==> src/rtl/alu_pkg.sv <==
// Shared ALU definitions: operand width, divider FSM states, iteration counter width.
// Latency: n/a (types and constants only).
// Backpressure: n/a.
package alu_pkg;

   localparam int WIDTH  = 32;
   localparam int ITER_W = $clog2(WIDTH) + 1;

   typedef enum logic [1:0] {
      IDLE = 2'd0,
      RUN  = 2'd1,
      DONE = 2'd2
   } div_state_t;

endpackage

==> src/rtl/alu_sub_stage.sv <==
// Combinational trial subtract: o_diff = i_a - i_b, o_borrow set when i_a < i_b.
// Latency: 0 cycles (pure combinational).
// Backpressure: none; result tracks inputs continuously.
//
// Ports:
//   i_a, i_b  : W-bit unsigned operands
//   o_diff    : W-bit difference (modulo 2**W)
//   o_borrow  : 1 when i_a < i_b
module alu_sub_stage #(
   parameter int W = 33
) (
   input  logic [W-1:0] i_a,
   input  logic [W-1:0] i_b,
   output logic [W-1:0] o_diff,
   output logic         o_borrow
);

   // Zero-extend by one bit so the top bit of the result is the borrow.
   assign {o_borrow, o_diff} = {1'b0, i_a} - {1'b0, i_b};

endmodule

==> src/rtl/alu_divider.sv <==
// Sequential unsigned restoring divider, one trial subtraction per clock.
// Latency: done strobes 32 cycles after the accepting edge (nonzero divisor), 1 cycle for divide-by-zero.
// Backpressure: start is ignored while busy; results held until the next accepted start.
//
// Ports:
//   clk, rst_n : clock, asynchronous active-low reset
//   start      : request, sampled while busy=0 (IDLE or DONE)
//   R2, R3     : dividend, divisor (sampled with start)
//   R1, rem    : quotient, remainder (valid with done, held afterwards)
//   busy       : high while iterating
//   done       : one-cycle result strobe
//   dz         : divide-by-zero flag, valid with done
module alu_divider
   import alu_pkg::*;
#(
   parameter int WIDTH = alu_pkg::WIDTH
) (
   input  logic             clk,
   input  logic             rst_n,
   input  logic             start,
   input  logic [WIDTH-1:0] R2,
   input  logic [WIDTH-1:0] R3,
   output logic [WIDTH-1:0] R1,
   output logic [WIDTH-1:0] rem,
   output logic             busy,
   output logic             done,
   output logic             dz
);

   div_state_t          r_state;
   div_state_t          w_next_state;

   logic [WIDTH-1:0]    r_quot;
   logic [WIDTH-1:0]    r_prem;
   logic [WIDTH-1:0]    r_div;
   logic [ITER_W-1:0]   r_count;
   logic [WIDTH-1:0]    r_q_out;
   logic [WIDTH-1:0]    r_rem_out;
   logic                r_dz;

   logic                w_accept;
   logic                w_div_zero;
   logic                w_last_iter;
   logic [WIDTH:0]      w_trial_a;
   logic [WIDTH:0]      w_trial_b;
   logic [WIDTH:0]      w_diff;
   logic                w_borrow;
   logic [WIDTH-1:0]    w_new_quot;
   logic [WIDTH-1:0]    w_new_rem;
   logic                w_unused;

   assign w_accept    = start && (r_state != RUN);
   assign w_div_zero  = (R3 == '0);
   assign w_last_iter = (r_count == ITER_W'(WIDTH - 1));

   // The bit shifted out of the partial remainder is kept as the trial MSB.
   // With a divisor >= 2**(WIDTH-1) the shifted remainder needs WIDTH+1 bits,
   // and dropping that bit would give wrong quotients for large divisors.
   assign w_trial_a = {r_prem, r_quot[WIDTH-1]};
   assign w_trial_b = {1'b0, r_div};

   alu_sub_stage #(
      .W (WIDTH + 1)
   ) u_sub (
      .i_a      (w_trial_a),
      .i_b      (w_trial_b),
      .o_diff   (w_diff),
      .o_borrow (w_borrow)
   );

   // On no-borrow the difference is below the divisor, so its MSB is always 0.
   // On borrow the trial value is below the divisor, so its MSB is 0 as well.
   assign w_new_quot = {r_quot[WIDTH-2:0], ~w_borrow};
   assign w_new_rem  = w_borrow ? w_trial_a[WIDTH-1:0] : w_diff[WIDTH-1:0];
   assign w_unused   = w_diff[WIDTH];

   // State register
   always_ff @(posedge clk or negedge rst_n) begin
      if (!rst_n) begin
         r_state <= IDLE;
      end else begin
         r_state <= w_next_state;
      end
   end

   // Next-state logic
   always_comb begin
      w_next_state = r_state;
      case (r_state)
         IDLE: begin
            if (start) begin
               w_next_state = w_div_zero ? DONE : RUN;
            end
         end
         RUN: begin
            if (w_last_iter) begin
               w_next_state = DONE;
            end
         end
         DONE: begin
            if (start) begin
               w_next_state = w_div_zero ? DONE : RUN;
            end else begin
               w_next_state = IDLE;
            end
         end
         default: w_next_state = IDLE;
      endcase
   end

   // Status outputs, decoded from the state register only
   always_comb begin
      busy = 1'b0;
      done = 1'b0;
      case (r_state)
         RUN:     busy = 1'b1;
         DONE:    done = 1'b1;
         default: ;
      endcase
   end

   // Datapath registers
   always_ff @(posedge clk or negedge rst_n) begin
      if (!rst_n) begin
         r_quot    <= '0;
         r_prem    <= '0;
         r_div     <= '0;
         r_count   <= '0;
         r_q_out   <= '0;
         r_rem_out <= '0;
         r_dz      <= 1'b0;
      end else if (w_accept) begin
         if (w_div_zero) begin
            r_q_out   <= '1;
            r_rem_out <= R2;
            r_dz      <= 1'b1;
         end else begin
            r_quot  <= R2;
            r_div   <= R3;
            r_prem  <= '0;
            r_count <= '0;
            r_dz    <= 1'b0;
         end
      end else if (r_state == RUN) begin
         r_quot  <= w_new_quot;
         r_prem  <= w_new_rem;
         r_count <= r_count + ITER_W'(1);
         // Publish only on the final iteration so outputs stay stable mid-run.
         if (w_last_iter) begin
            r_q_out   <= w_new_quot;
            r_rem_out <= w_new_rem;
         end
      end
   end

   assign R1  = r_q_out;
   assign rem = r_rem_out;
   assign dz  = r_dz;

endmodule
==> config.mk <==
export PLATFORM = sky130hd
export DESIGN_NAME = alu_divider
export DESIGN_NICKNAME = d
export VERILOG_FILES = /design/src/rtl/alu_pkg.sv /design/src/rtl/alu_sub_stage.sv /design/src/rtl/alu_divider.sv
export SDC_FILE = /design/constraint.sdc
export NUM_CORES = 1
export LEC_CHECK = 0
export ABC_AREA = 1
export ABC_CLOCK_PERIOD_IN_PS = 3150
export CAP_MARGIN = 20
export CORE_MARGIN = 2
export CORE_UTILIZATION = 30
export CTS_CLUSTER_SIZE = 16
export DETAILED_ROUTE_END_ITERATION = 10
export PLACE_DENSITY = 0.49
export SYNTH_ARGS = -nofsm -noshare
export SYNTH_HDL_FRONTEND = slang
export SYNTH_HIERARCHICAL = 1
export SYNTH_SLANG_ARGS = --single-unit
==> constraint.sdc <==
create_clock -name clk -period 3.15 [get_ports clk]
set_input_delay 0.315 -clock clk [delete_from_list [all_inputs] [get_ports clk]]
set_output_delay 0.315 -clock clk [all_outputs]
set_load 0.01 [all_outputs]
==> summary.txt <==
Status
  • Status: completed

Clock network
  • Worst-Skew Late Latency: 0.44 ns
  • Reg clk slew, reported paths: 0.08 ns
  • Number of buffers created by CTS: 17
  • Bufs on Longest Clock Path: 2
  • CTS tree: built
  • Root Buffer: clkbuf_16
  • Clk sinks: 169
  • CTS H-tree depth: 4

Worst setup path
  • Worst R2R Setup Slack: 0.38 ns
  • CP Depth: 20
  • RR Endpoint: rem[28]$_DFFE_PN0P_
  • Slowest cell on the critical path: fa_1
  • Worst path buffer plus inverter count: 3
  • Worst-path fanout max: 4
  • Crit. End Element: flop
  • Crit path launch type: flop
  • Path depth of the worst reg2reg path: 20
  • Most frequent cell on the critical path: nand2_1
  • Worst endpoint data arrival time: 3.10 ns
  • Crit-path max cell delay: 0.44 ns
  • Reg2Reg Launch Point: r_quot[31]$_DFFE_PN0P_
  • Worst EP required: 3.48 ns
  • Delay-heaviest family, CP: simple AND/OR/NAND/NOR gates
  • CP Cell Sequence: inv_1 > ha_1 > inv_1 > fa_1 > nand2_1 > nand2_1 > nand3_1 > nand2_2 > nand2_1 > nand2_2 > nand2_1 > nand2_1 > nand2_1 > nand2_1 > inv_1 > nor2_1 > a21oi_1 > o21ai_0 > nand2_1 > nand2_1
  • Critical path class: flop to flop

Logic synthesis
  • Synth Cell Area: 10700 µm²
  • Mapped Nets: 1751
  • YS warnings: 6
  • Post-Synthesis Cells: 1649
  • Mean Syn Cell Area: 6.48 µm²

Detailed routing
  • Final ANT Viol Nets: 0
  • DR iter-0 viols: 602
  • Top Layer Used: met4
  • WL final: around 34000 µm
  • Met1 WL: 16200 µm
  • DR WL/cell: roughly 15 µm
  • DR WL met3: 1420 µm
  • DR vias: 10000
  • Vias/cell: 4.51
  • DRC viols: 0
  • Met2 wire len: 16000 µm
  • Pre-Repair DR Iteration Count: 5

Place
  • Placed Instances: between 2000 and 2500
  • Routability cong.: 0.897
  • Dpl hpwl: 24700 µm
  • Port Buf Inserts: 133

Global route
  • Vias in the first global route: a little over 10000
  • Grt ovf: 0
  • GRT Overall Usage: 0.194
  • Largest net degree at the start of global routing: 102
  • First-pass GRT wire length: 55400 µm
  • Antenna violations before repair: 0

Floorplanning
  • Die ar.: between 30000 and 40000 µm²
  • Initial Util: 0.303
  • Die Wd: 193 µm
  • Die height: 193 µm
  • Core Rows: slightly below 70
  • IO Pins: 134
  • Core Area: 35300 µm²

Layout
  • Multi-input gate area: 5140 µm²
  • Area Growth Syn to Fin: 22.3%
  • Fin cells: 2226
  • Fill count: between 3000 and 4000
  • Ant. Diodes: 0
  • Sequential cell area: 4230 µm²
  • Share of cells above drive strength 1: 0.0414
  • Final core occ: 0.370
  • Final #Nets: 1854

Flow run
  • Maxcap violations: 0

Timing
  • Final worst-path cycle share: 0.879
  • Final Hold Vio Count: 0
  • Max Clock Skew: 0.0123 ns
  • Fin. max-slew vios: 0
  • Slew @ Worst Pin: 0.895 ns
  • FMAX: 361 MHz
  • Final TNS setup: 0 ns
  • Rel. slew slack: 0.403
  • Final setup viols: 0
  • Hold Slack: 0.400 ns
  • Final min period: 2.77 ns
  • RSZ-0062 raised after global routing: no

Power and ir drop
  • Peak supply drop: 433 µV
  • Pleak: between 7 and 8 nW
  • Pwr dens: 1070 nW/µm²

Hold path
  • Worst min path class: input pin to asynchronous set/reset pin
[area by class of cell]
type                            instances  share of cell area
Sequential cell                       169               0.324
Tap cell                              461              0.0442
Timing Repair Buffer                  150               0.120
Clock buffer                           19              0.0339
Clock inverter                         13             0.00900
Inverter                              265              0.0762
Multi-Input combinational cell       1149               0.393
[cell usage in the layout, fill, tap and decap left out]
master / instances
inv_2: 1
buf_12: 8
and2_1: 3
nand3_2: 1
or2_4: 1
a21oi_1: 49
bufinv_16: 1
dlygate4sd3_1: 1
clkinv_4: 2
clkbuf_1: 1
buf_4: 8
or2_2: 6
clkdlybuf4s50_1: 132
dfrtp_1: 169
nor2_2: 1
inv_6: 4
o22ai_1: 1
or2_1: 1
conb_1: 1
o21ai_0: 38
nand2_1: 708
inv_1: 264
clkinvlp_4: 2
clkbuf_16: 17
xnor2_1: 3
clkinv_2: 4
clkbuf_8: 1
o21ai_4: 1
nand2_2: 14
nor2_1: 102
a21o_1: 1
fa_1: 1
buf_6: 1
ha_1: 34
nand4_1: 4
nor3_1: 3
nand3_1: 160
xor2_1: 16
[repair_timing]
action | 4_1_cts | 5_1_grt
buffers inserted | 0 | 0
hold buffers | 1 | 0
resized for setup | 0 | 0
setup endpoints to repair | 0 | 0
endpoints found under the hold margin | 44 | 0
[state kept, by name, summed over array words and instances (netlist names)]
name	count
R1	32
r_div	32
r_prem	32
r_quot	32
rem	32
r_count	6
r_state	2
dz	1
[worst max path at each step]
stage | endpoint | from | slack [ns]
after floorplan | rem[29]$_DFFE_PN0P_ | r_prem[2]$_DFFE_PN0P_ | 0.94
after global placement | R1[10]$_DFFE_PN0P_ | R3[7] | 0.32
after detailed placement | R1[26]$_DFFE_PN0P_ | R3[6] | 0.32
after CTS | rem[18]$_DFFE_PN0P_ | r_div[3]$_DFFE_PN0P_ | 0.39
after global routing | rem[28]$_DFFE_PN0P_ | r_quot[31]$_DFFE_PN0P_ | 0.06
final | rem[28]$_DFFE_PN0P_ | r_quot[31]$_DFFE_PN0P_ | 0.38
[metrics by stage]
step,setup slack [ns],power (mW),cell area (µm²)
6_report,0.382,14.0,13100
5_1_grt,0.0623,15.6,13100
3_3_place_gp,0.315,11.9,12500
4_1_cts,0.391,14.1,13100
3_5_place_dp,0.318,11.9,12500
2_1_floorplan,0.941,9.33,10700
[per-layer routing]
layer / global-route usage / vias to the layer above
met1: 0.260 / 4641
met2: 0.320 / 193
met4: 0.0561 / 0
met3: 0.0320 / 34
li1: - / 5166
met5: 0 / -
[report_power, final]
part	switching, mW	internal [mW]	leakage, nW
Clock	0.972	1.12	0.274
Sequential	0.555	2.94	2.10
Combinational	5.41	2.99	5.16
Total	6.93	7.06	7.53
Power figures use the tool's default switching activity.
